$ cat src/rtl/fluxo_dados_param_pkg.sv
// Shared definitions for the memory-game datapath: playback sequencer states
// and the width helper used to size counters and timers.
package fluxo_dados_param_pkg;

  typedef enum logic [1:0] {
    OCIOSO  = 2'd0,
    ACESO   = 2'd1,
    APAGADO = 2'd2,
    FIM     = 2'd3
  } estado_exib_t;

  // Bits needed to hold 0..n-1, never less than one.
  function automatic int largura(input int n);
    return (n > 1) ? $clog2(n) : 1;
  endfunction

endpackage

$ cat src/rtl/fluxo_dados_param_if.sv
// Control/status bundle between the game control unit (master) and the
// datapath (slave).
interface fluxo_dados_param_if #(
  parameter int N_BOT = 4,
  parameter int AW    = 4
);
  logic [1:0]       modo;
  logic             registraModo;
  logic             zeraCL;
  logic             contaCL;
  logic             zeraC;
  logic             contaC;
  logic             zeraR;
  logic             registraR;
  logic             escreve;
  logic             botoes_fixo;
  logic [N_BOT-1:0] botoes;
  logic             zeraTimeout;
  logic             contaTimeout;
  logic             inicia_exibicao;
  logic             mostra_botoes;

  logic             fimRodada;
  logic             fimTotal;
  logic             fimC;
  logic             igual;
  logic             jogada_feita;
  logic             jogada_invalida;
  logic             fimTimeout;
  logic             exibindo;
  logic             fim_exibicao;
  logic [N_BOT-1:0] leds;
  logic             configTimeout_reg;
  logic [AW-1:0]    db_rodada;
  logic [AW-1:0]    db_contagem;
  logic [N_BOT-1:0] db_memoria;
  logic [N_BOT-1:0] db_jogada;

  modport master (
    output modo, registraModo, zeraCL, contaCL, zeraC, contaC, zeraR,
           registraR, escreve, botoes_fixo, botoes, zeraTimeout,
           contaTimeout, inicia_exibicao, mostra_botoes,
    input  fimRodada, fimTotal, fimC, igual, jogada_feita, jogada_invalida,
           fimTimeout, exibindo, fim_exibicao, leds, configTimeout_reg,
           db_rodada, db_contagem, db_memoria, db_jogada
  );

  modport slave (
    input  modo, registraModo, zeraCL, contaCL, zeraC, contaC, zeraR,
           registraR, escreve, botoes_fixo, botoes, zeraTimeout,
           contaTimeout, inicia_exibicao, mostra_botoes,
    output fimRodada, fimTotal, fimC, igual, jogada_feita, jogada_invalida,
           fimTimeout, exibindo, fim_exibicao, leds, configTimeout_reg,
           db_rodada, db_contagem, db_memoria, db_jogada
  );
endinterface

$ cat src/rtl/fluxo_dados_param_sequenciador_exibicao.sv
// Autonomous playback: walks the stored sequence from address 0 up to the
// current round, lighting each item then leaving a dark gap.
//   state   | meaning
//   OCIOSO  | idle, waiting for inicia
//   ACESO   | item mem[ptr] lit for ACESO_M cycles
//   APAGADO | LEDs dark for APAGADO_M cycles, then next item or FIM
//   FIM     | one-cycle end-of-playback pulse
module fluxo_dados_param_sequenciador_exibicao
  import fluxo_dados_param_pkg::*;
#(
  parameter int AW        = 4,
  parameter int ACESO_M   = 2000,
  parameter int APAGADO_M = 500
) (
  input  logic          clock,
  input  logic          reset,
  input  logic          inicia,
  input  logic [AW-1:0] rodada,
  output logic [AW-1:0] addr,
  output logic          exibindo,
  output logic          fim_exibicao,
  output logic          led_en
);

  localparam int TW = largura((ACESO_M > APAGADO_M) ? ACESO_M : APAGADO_M);

  estado_exib_t  r_estado;
  logic [AW-1:0] r_ptr;
  logic [TW-1:0] r_timer;
  logic          r_exibindo;
  logic          r_fim;
  logic          r_led_en;

  always_ff @(posedge clock) begin
    if (!reset) begin
      r_estado   <= OCIOSO;
      r_ptr      <= '0;
      r_timer    <= '0;
      r_exibindo <= 1'b0;
      r_fim      <= 1'b0;
      r_led_en   <= 1'b0;
    end else begin
      case (r_estado)
        OCIOSO: begin
          if (inicia) begin
            r_ptr      <= '0;
            r_timer    <= '0;
            r_estado   <= ACESO;
            r_exibindo <= 1'b1;
            r_led_en   <= 1'b1;
          end
        end
        ACESO: begin
          if (r_timer == TW'(ACESO_M - 1)) begin
            r_timer  <= '0;
            r_estado <= APAGADO;
            r_led_en <= 1'b0;
          end else begin
            r_timer <= r_timer + 1'b1;
          end
        end
        APAGADO: begin
          if (r_timer == TW'(APAGADO_M - 1)) begin
            // rodada is read live; the control unit holds it during playback
            if (r_ptr == rodada) begin
              r_estado <= FIM;
              r_fim    <= 1'b1;
            end else begin
              r_ptr    <= r_ptr + 1'b1;
              r_timer  <= '0;
              r_estado <= ACESO;
              r_led_en <= 1'b1;
            end
          end else begin
            r_timer <= r_timer + 1'b1;
          end
        end
        FIM: begin
          r_estado   <= OCIOSO;
          r_fim      <= 1'b0;
          r_exibindo <= 1'b0;
        end
        default: begin
          r_estado   <= OCIOSO;
          r_fim      <= 1'b0;
          r_exibindo <= 1'b0;
          r_led_en   <= 1'b0;
        end
      endcase
    end
  end

  assign addr         = r_ptr;
  assign exibindo     = r_exibindo;
  assign fim_exibicao = r_fim;
  assign led_en       = r_led_en;

endmodule

$ cat src/rtl/fluxo_dados_param.sv
// Memory-game datapath: round/play counters, sequence RAM, button register,
// edge and invalid-move detection, play timeout and LED drive.
module fluxo_dados_param
  import fluxo_dados_param_pkg::*;
#(
  parameter int N_BOT      = 4,
  parameter int DEPTH      = 16,
  parameter int AW         = largura(DEPTH),
  parameter int LIM_LONGO  = 16,
  parameter int LIM_CURTO  = 4,
  parameter int TIMEOUT_M  = 5000,
  parameter int ACESO_M    = 2000,
  parameter int APAGADO_M  = 500,
  parameter int VALOR_FIXO = 1
) (
  input  logic               clock,
  input  logic               reset,
  fluxo_dados_param_if.slave bus
);

  localparam int TW = largura(TIMEOUT_M);

  logic [1:0]       r_modo;
  logic [AW-1:0]    r_rodada;
  logic [AW-1:0]    r_contj;
  logic [N_BOT-1:0] r_jogada;
  logic             r_prev;
  logic [TW-1:0]    r_timeout;
  logic [N_BOT-1:0] r_mem [DEPTH];

  logic [AW-1:0]    w_addr;
  logic [AW-1:0]    w_ptr;
  logic [AW-1:0]    w_limite;
  logic [N_BOT-1:0] w_dado_wr;
  logic [N_BOT-1:0] w_leitura;
  logic             w_exibindo;
  logic             w_fim;
  logic             w_led_en;
  logic             w_borda;
  logic             w_multi;

  always_ff @(posedge clock) begin
    if (!reset) begin
      r_modo    <= '0;
      r_rodada  <= '0;
      r_contj   <= '0;
      r_jogada  <= '0;
      r_prev    <= 1'b0;
      r_timeout <= '0;
    end else begin
      if (bus.registraModo) r_modo <= bus.modo;

      if (bus.zeraCL)
        r_rodada <= '0;
      else if (bus.contaCL)
        r_rodada <= (r_rodada == AW'(DEPTH - 1)) ? '0 : r_rodada + 1'b1;

      if (bus.zeraC)
        r_contj <= '0;
      else if (bus.contaC)
        r_contj <= (r_contj == AW'(DEPTH - 1)) ? '0 : r_contj + 1'b1;

      if (bus.zeraR)
        r_jogada <= '0;
      else if (bus.registraR)
        r_jogada <= bus.botoes;

      r_prev <= |bus.botoes;

      // Saturates at the terminal value so fimTimeout stays asserted
      if (bus.zeraTimeout)
        r_timeout <= '0;
      else if (bus.contaTimeout && (r_timeout != TW'(TIMEOUT_M - 1)))
        r_timeout <= r_timeout + 1'b1;
    end
  end

  // RAM contents survive reset; the sequencer owns the address while playing
  always_ff @(posedge clock) begin
    if (bus.escreve && !w_exibindo)
      r_mem[r_contj] <= w_dado_wr;
  end

  fluxo_dados_param_sequenciador_exibicao #(
    .AW        (AW),
    .ACESO_M   (ACESO_M),
    .APAGADO_M (APAGADO_M)
  ) u_sequenciador_exibicao (
    .clock        (clock),
    .reset        (reset),
    .inicia       (bus.inicia_exibicao),
    .rodada       (r_rodada),
    .addr         (w_ptr),
    .exibindo     (w_exibindo),
    .fim_exibicao (w_fim),
    .led_en       (w_led_en)
  );

  assign w_dado_wr = bus.botoes_fixo ? N_BOT'(VALOR_FIXO) : bus.botoes;
  assign w_addr    = w_exibindo ? w_ptr : r_contj;
  assign w_leitura = r_mem[w_addr];
  assign w_limite  = r_modo[0] ? AW'(LIM_CURTO - 1) : AW'(LIM_LONGO - 1);

  // More than one button: clearing the lowest set bit leaves something
  assign w_borda = reset & (|bus.botoes) & ~r_prev;
  assign w_multi = ((bus.botoes & (bus.botoes - 1'b1)) != '0);

  assign bus.fimTotal          = (r_rodada == w_limite);
  assign bus.fimRodada         = (r_contj == r_rodada);
  assign bus.fimC              = (r_contj == AW'(DEPTH - 1));
  assign bus.igual             = (w_leitura == r_jogada);
  assign bus.jogada_feita      = w_borda;
  assign bus.jogada_invalida   = w_borda & w_multi;
  assign bus.fimTimeout        = (r_timeout == TW'(TIMEOUT_M - 1)) & r_modo[1];
  assign bus.exibindo          = w_exibindo;
  assign bus.fim_exibicao      = w_fim;
  assign bus.configTimeout_reg = r_modo[1];
  assign bus.db_rodada         = r_rodada;
  assign bus.db_contagem       = r_contj;
  assign bus.db_memoria        = w_leitura;
  assign bus.db_jogada         = r_jogada;

  always_comb begin
    bus.leds = '0;
    if (!reset)
      bus.leds = '0;
    else if (w_exibindo)
      bus.leds = w_led_en ? w_leitura : '0;
    else
      bus.leds = bus.botoes & {N_BOT{bus.mostra_botoes}};
  end

endmodule

$ cat src/flat_wrapper.sv
// flat-port wrapper written by rule: the top's interface ports become plain ports
module fluxo_dados_param_flat import fluxo_dados_param_pkg::*;
#(
  parameter int N_BOT      = 4,
  parameter int DEPTH      = 16,
  parameter int AW         = largura(DEPTH),
  parameter int LIM_LONGO  = 16,
  parameter int LIM_CURTO  = 4,
  parameter int TIMEOUT_M  = 5000,
  parameter int ACESO_M    = 2000,
  parameter int APAGADO_M  = 500,
  parameter int VALOR_FIXO = 1
)
  (clock, reset, bus_modo, bus_registraModo, bus_zeraCL, bus_contaCL, bus_zeraC, bus_contaC, bus_zeraR, bus_registraR, bus_escreve, bus_botoes_fixo, bus_botoes, bus_zeraTimeout, bus_contaTimeout, bus_inicia_exibicao, bus_mostra_botoes, bus_fimRodada, bus_fimTotal, bus_fimC, bus_igual, bus_jogada_feita, bus_jogada_invalida, bus_fimTimeout, bus_exibindo, bus_fim_exibicao, bus_leds, bus_configTimeout_reg, bus_db_rodada, bus_db_contagem, bus_db_memoria, bus_db_jogada);
  fluxo_dados_param_if #(.N_BOT(N_BOT), .AW(AW)) bus_i ();
  input  logic clock;
  input  logic reset;
  input wire logic [$bits(bus_i.modo)-1:0] bus_modo;
  input wire logic [$bits(bus_i.registraModo)-1:0] bus_registraModo;
  input wire logic [$bits(bus_i.zeraCL)-1:0] bus_zeraCL;
  input wire logic [$bits(bus_i.contaCL)-1:0] bus_contaCL;
  input wire logic [$bits(bus_i.zeraC)-1:0] bus_zeraC;
  input wire logic [$bits(bus_i.contaC)-1:0] bus_contaC;
  input wire logic [$bits(bus_i.zeraR)-1:0] bus_zeraR;
  input wire logic [$bits(bus_i.registraR)-1:0] bus_registraR;
  input wire logic [$bits(bus_i.escreve)-1:0] bus_escreve;
  input wire logic [$bits(bus_i.botoes_fixo)-1:0] bus_botoes_fixo;
  input wire logic [$bits(bus_i.botoes)-1:0] bus_botoes;
  input wire logic [$bits(bus_i.zeraTimeout)-1:0] bus_zeraTimeout;
  input wire logic [$bits(bus_i.contaTimeout)-1:0] bus_contaTimeout;
  input wire logic [$bits(bus_i.inicia_exibicao)-1:0] bus_inicia_exibicao;
  input wire logic [$bits(bus_i.mostra_botoes)-1:0] bus_mostra_botoes;
  output wire logic [$bits(bus_i.fimRodada)-1:0] bus_fimRodada;
  output wire logic [$bits(bus_i.fimTotal)-1:0] bus_fimTotal;
  output wire logic [$bits(bus_i.fimC)-1:0] bus_fimC;
  output wire logic [$bits(bus_i.igual)-1:0] bus_igual;
  output wire logic [$bits(bus_i.jogada_feita)-1:0] bus_jogada_feita;
  output wire logic [$bits(bus_i.jogada_invalida)-1:0] bus_jogada_invalida;
  output wire logic [$bits(bus_i.fimTimeout)-1:0] bus_fimTimeout;
  output wire logic [$bits(bus_i.exibindo)-1:0] bus_exibindo;
  output wire logic [$bits(bus_i.fim_exibicao)-1:0] bus_fim_exibicao;
  output wire logic [$bits(bus_i.leds)-1:0] bus_leds;
  output wire logic [$bits(bus_i.configTimeout_reg)-1:0] bus_configTimeout_reg;
  output wire logic [$bits(bus_i.db_rodada)-1:0] bus_db_rodada;
  output wire logic [$bits(bus_i.db_contagem)-1:0] bus_db_contagem;
  output wire logic [$bits(bus_i.db_memoria)-1:0] bus_db_memoria;
  output wire logic [$bits(bus_i.db_jogada)-1:0] bus_db_jogada;
  assign bus_i.modo = bus_modo;
  assign bus_i.registraModo = bus_registraModo;
  assign bus_i.zeraCL = bus_zeraCL;
  assign bus_i.contaCL = bus_contaCL;
  assign bus_i.zeraC = bus_zeraC;
  assign bus_i.contaC = bus_contaC;
  assign bus_i.zeraR = bus_zeraR;
  assign bus_i.registraR = bus_registraR;
  assign bus_i.escreve = bus_escreve;
  assign bus_i.botoes_fixo = bus_botoes_fixo;
  assign bus_i.botoes = bus_botoes;
  assign bus_i.zeraTimeout = bus_zeraTimeout;
  assign bus_i.contaTimeout = bus_contaTimeout;
  assign bus_i.inicia_exibicao = bus_inicia_exibicao;
  assign bus_i.mostra_botoes = bus_mostra_botoes;
  assign bus_fimRodada = bus_i.fimRodada;
  assign bus_fimTotal = bus_i.fimTotal;
  assign bus_fimC = bus_i.fimC;
  assign bus_igual = bus_i.igual;
  assign bus_jogada_feita = bus_i.jogada_feita;
  assign bus_jogada_invalida = bus_i.jogada_invalida;
  assign bus_fimTimeout = bus_i.fimTimeout;
  assign bus_exibindo = bus_i.exibindo;
  assign bus_fim_exibicao = bus_i.fim_exibicao;
  assign bus_leds = bus_i.leds;
  assign bus_configTimeout_reg = bus_i.configTimeout_reg;
  assign bus_db_rodada = bus_i.db_rodada;
  assign bus_db_contagem = bus_i.db_contagem;
  assign bus_db_memoria = bus_i.db_memoria;
  assign bus_db_jogada = bus_i.db_jogada;
  fluxo_dados_param #(.N_BOT(N_BOT), .DEPTH(DEPTH), .AW(AW), .LIM_LONGO(LIM_LONGO), .LIM_CURTO(LIM_CURTO), .TIMEOUT_M(TIMEOUT_M), .ACESO_M(ACESO_M), .APAGADO_M(APAGADO_M), .VALOR_FIXO(VALOR_FIXO)) u_core (.clock(clock), .reset(reset), .bus(bus_i));
endmodule
$ cat config.mk
export PLATFORM = sky130hd
export DESIGN_NAME = fluxo_dados_param_flat
export DESIGN_NICKNAME = d
export VERILOG_FILES = /design/src/rtl/fluxo_dados_param_pkg.sv /design/src/rtl/fluxo_dados_param_if.sv /design/src/rtl/fluxo_dados_param_sequenciador_exibicao.sv /design/src/rtl/fluxo_dados_param.sv /design/src/flat_wrapper.sv
export SDC_FILE = /design/constraint.sdc
export NUM_CORES = 1
export LEC_CHECK = 0
export CORE_MARGIN = 3
export CORE_UTILIZATION = 25
export DETAILED_ROUTE_END_ITERATION = 10
export GPL_TIMING_DRIVEN = 0
export PLACE_DENSITY = 0.48
export SLEW_MARGIN = 5
export SYNTH_ARGS = -nofsm -noshare
export SYNTH_HDL_FRONTEND = slang
export SYNTH_SLANG_ARGS = --single-unit
$ cat constraint.sdc
create_clock -name clock -period 3.9 [get_ports clock]
set_clock_uncertainty 0.15 [all_clocks]
set_input_delay 0.975 -clock clock [delete_from_list [all_inputs] [get_ports clock]]
set_output_delay 0.975 -clock clock [all_outputs]
set_load 0.01 [all_outputs]
==> results.cfg <==
[status]
status = finished, final reports clean

[power_and_ir_drop]
leakage_nw = 2.305
power_density_nw_per_um2 = 421.1
irDropWorstVdd_uv = 159.0
power.total_w = 0.002880

[placed_design]
placed_area_um2 = 6357
dp_cells = 834
dp_hpwl_um = 10540
dp_slack_ns = -0.3922
gp_congestion = 0.8706
portBuffers = 49

[setup_path]
crit_path_end = bus_igual
path_cells = buf_6 > clkbuf_2 > o32ai_2 > a32oi_1 > and3_1 > or3_1 > a2111oi_2 > buf_2
reg2reg_depth = 7
end_kind = output pin
r2r_start = u_core.u_sequenciador_exibicao.r_timer[0]
critPathTopFamily = compound AO/OA/AOI/OAI gates
worst-setup-path-type = register to output pin
cpMaxStageDelayCell = o32ai_2
reg2reg_slack_ns = 1.18
start_kind = register
worst-path-buf-inv = 3
r2r-end = u_core.u_sequenciador_exibicao.r_timer[10]
crit_fanout = 10
cp.required_ns = 2.77
cpPeakStageDelay_ns = 0.44
arrival_ns = 2.76
cp-startpoint = u_core.u_sequenciador_exibicao.exibindo
cp_num_cells = 8

[flow_run]
drv_cap = 0

[global_route]
grt_pass1_wl_um = 22000
grt_pass1_vias = 3975
antenna_found_initial = 0
overflow = 0
grt_max_degree = 22
met2_usage_pct = 19.07
grt_usage_pct = 11.76
grt_use_met1_pct = 15.74
grt.busiest_layer = met2
grtUsageMet3_pct = 2.574

[synth]
synth_fa_ha_area_share_pct = 3.126
synth-simple-area-share_pct = 18.71
synthArstFlopShare_pct = 0
synth_xor_area_share_pct = 5.551
muxShareOfSynthArea_pct = 8.088
synth_edf_count = 64
ys_warn_count = 0
seq_area_frac_synth_pct = 52.20
ys.flop_type = edfxtp_1
synthCells = 510
synth-compound-area-share_pct = 9.153
synth_top_family_by_area = simple AND/OR/NAND/NOR gates
syn_area_um2 = 5523
ys_ff_latch = 112
synthesis.nets = 544
synth.avg_cell_area_um2 = 10.83
yosysUniqueCellTypes = 60

[timing]
worst_pin_slew_ns = 1.251
fin_crit_ns = 3.887
setup_viol = 0
hold_viol = 0
final-max-slew-violation-count = 0
relSlewSlack_pct = 16.44
timing.final.ws_setup_ns = 0.01293
rsz0062_at_grt = true
finalCritPeriodShare_pct = 99.67
fmax_mhz = 257.3

[floorplanning]
die_area_um2 = 23910
rows = 53
io_pins = 51
start_util_pct = 25.86
fp.coreArea_um2 = 21350
die_h_um = 154.6
chipWidth_um = 154.6

[detailed_routing]
drt_iter0_markers = 253
drt_wl_total_um = 14070
drt-wirelength-per-cell_um = 16.48
vias_per_cell = 4.657
drc = 0
ant_nets = 0
firstDrtPassIters = 4
vias = 3977

[clocking]
clk_latency_ns = 0.35
cts_buffer_depth = 2
clk_pin_slew_ns = 0.07
htreeDepth = 3
cts-root-buf = clkbuf_16
cts_sinks = 112
numCtsBuffers = 9
cts_tree = built

[final_layout]
n_antenna_cell = 0
fin_cells = 854
layout.nets = 608
final_area_um2 = 6839
drive_gt1_share_pct = 13.82
areaGrowthSynthToFinish_pct = 23.83

[min_path]
hold_class = register to register
==> cells in the mapped netlist, types with 7 or more instances <==
master / number / area, um^2
edfxtp_1: 64 / 1922
nor2_1: 57 / 214.0
dfxtp_1: 48 / 960.9
nand2_1: 48 / 180.2
mux2i_1: 24 / 240.2
xnor2_1: 20 / 175.2
and2_1: 19 / 118.9
nand3_1: 18 / 90.09
inv_1: 17 / 63.81
xor2_1: 15 / 131.4
ha_1: 13 / 162.7
a21oi_1: 12 / 60.06
clkbuf_1: 12 / 45.04
nand2b_1: 12 / 75.07
o21ai_0: 12 / 60.06
nor3_1: 10 / 50.05
a32oi_1: 8 / 70.07
buf_2: 8 / 40.04
mux4_2: 7 / 157.7
==> tightest hold or removal path, stage by stage (launching register included) <==
cell	delay (ns)
dfxtp_1	0.33
o21ai_0	0.07
a21oi_1	0.06
==> per-layer routing <==
metal | vias to the layer above | share of wire, %
met5 | - | 0
met2 | 74 | 48
met1 | 1934 | 46
li1 | 1963 | -
met4 | 0 | 0.87
met3 | 6 | 5.0
==> how the worst min path moves through the flow <==
stage | startpoint | cells past startpoint | end
CTS | u_core.r_timeout[5] | 2 | u_core.r_timeout[5]
global route | u_core.r_timeout[5] | 2 | u_core.r_timeout[5]
finish | u_core.r_timeout[5] | 2 | u_core.r_timeout[5]
detailed placement | u_core.r_timeout[5] | 2 | u_core.r_timeout[5]
floorplan | u_core.r_timeout[5] | 2 | u_core.r_timeout[5]
global placement | u_core.r_timeout[5] | 2 | u_core.r_timeout[5]
==> power by group <==
group | leakage (nW) | internal [W] | switching, W
clock | 0.143 | 0.000454 | 0.000459
combinational | 1.19 | 0.000280 | 0.000372
sequential | 0.974 | 0.00128 | 0.0000303
total | 2.31 | 0.00202 | 0.000862
==> through the flow <==
stage / util (%) / hold WS, ns / setup TNS (ns)
2_1_floorplan: - / 0.3116 / 0
6_report: 32.03 / 0.3472 / 0
4_1_cts: 31.65 / 0.3507 / -0.02632
3_5_place_dp: 29.77 / 0.3359 / -1.864
5_1_grt: 32.03 / 0.3861 / -0.1240
3_3_place_gp: 29.77 / 0.3281 / -2.059
==> cell type report <==
cell class,count,area (um^2)
repair buffers,56,533.0
well taps,275,344.1
flip-flops and latches,112,2889
clock buffers,10,229.0
fillers,2157,14510
clock inverters,6,60.06
multi-input cells,358,2594
inverters,17,63.81
plain buffers,20,126.4
==> cell families (layout without fill, tap and decap cells) <==
| logic type | Yosys count | after routing |
|---|---|---|
| simple gates | 207 | 207 |
| flops | 112 | 112 |
| compound gates | 67 | 67 |
| buf+inv | 40 | 109 |
| xor+xnor | 35 | 35 |
| mux | 35 | 35 |
| fa+ha+maj | 14 | 14 |
==> repair_timing <==
| action | CTS | global route |
|---|---|---|
| setup endpoints to repair | 11 | 10 |
| setup buffers | 3 | 4 |
| resized for setup | 38 | 18 |
| pin swaps | 9 | 4 |
| gates cloned | 0 | 0 |
| hold buffers | 0 | 0 |
==> sequential cells by signal, summed over array words and instances, names as in the netlist, 2 cells and up <==
name	flops
u_core.r_mem	64
u_core.r_timeout	13
u_core.u_sequenciador_exibicao.r_timer	11
u_core.bus.db_contagem	4
u_core.bus.db_jogada	4
u_core.bus.db_rodada	4
u_core.u_sequenciador_exibicao.addr	4
u_core.r_modo	2
u_core.u_sequenciador_exibicao.r_estado	2
==> layout by cell type, fill, tap and decap left out, types with 13 or more instances in the layout <==
cell type,netlist,routed
inv_1,17,17
ha_1,13,13
nor2_1,57,57
edfxtp_1,64,64
dfxtp_1,48,45
xor2_1,15,15
mux2i_1,24,21
clkdlybuf4s50_1,0,41
nand3_1,18,18
and2_1,19,19
nand2_1,48,47
xnor2_1,20,20
No activity file was read; power rests on OpenSTA's default activity.
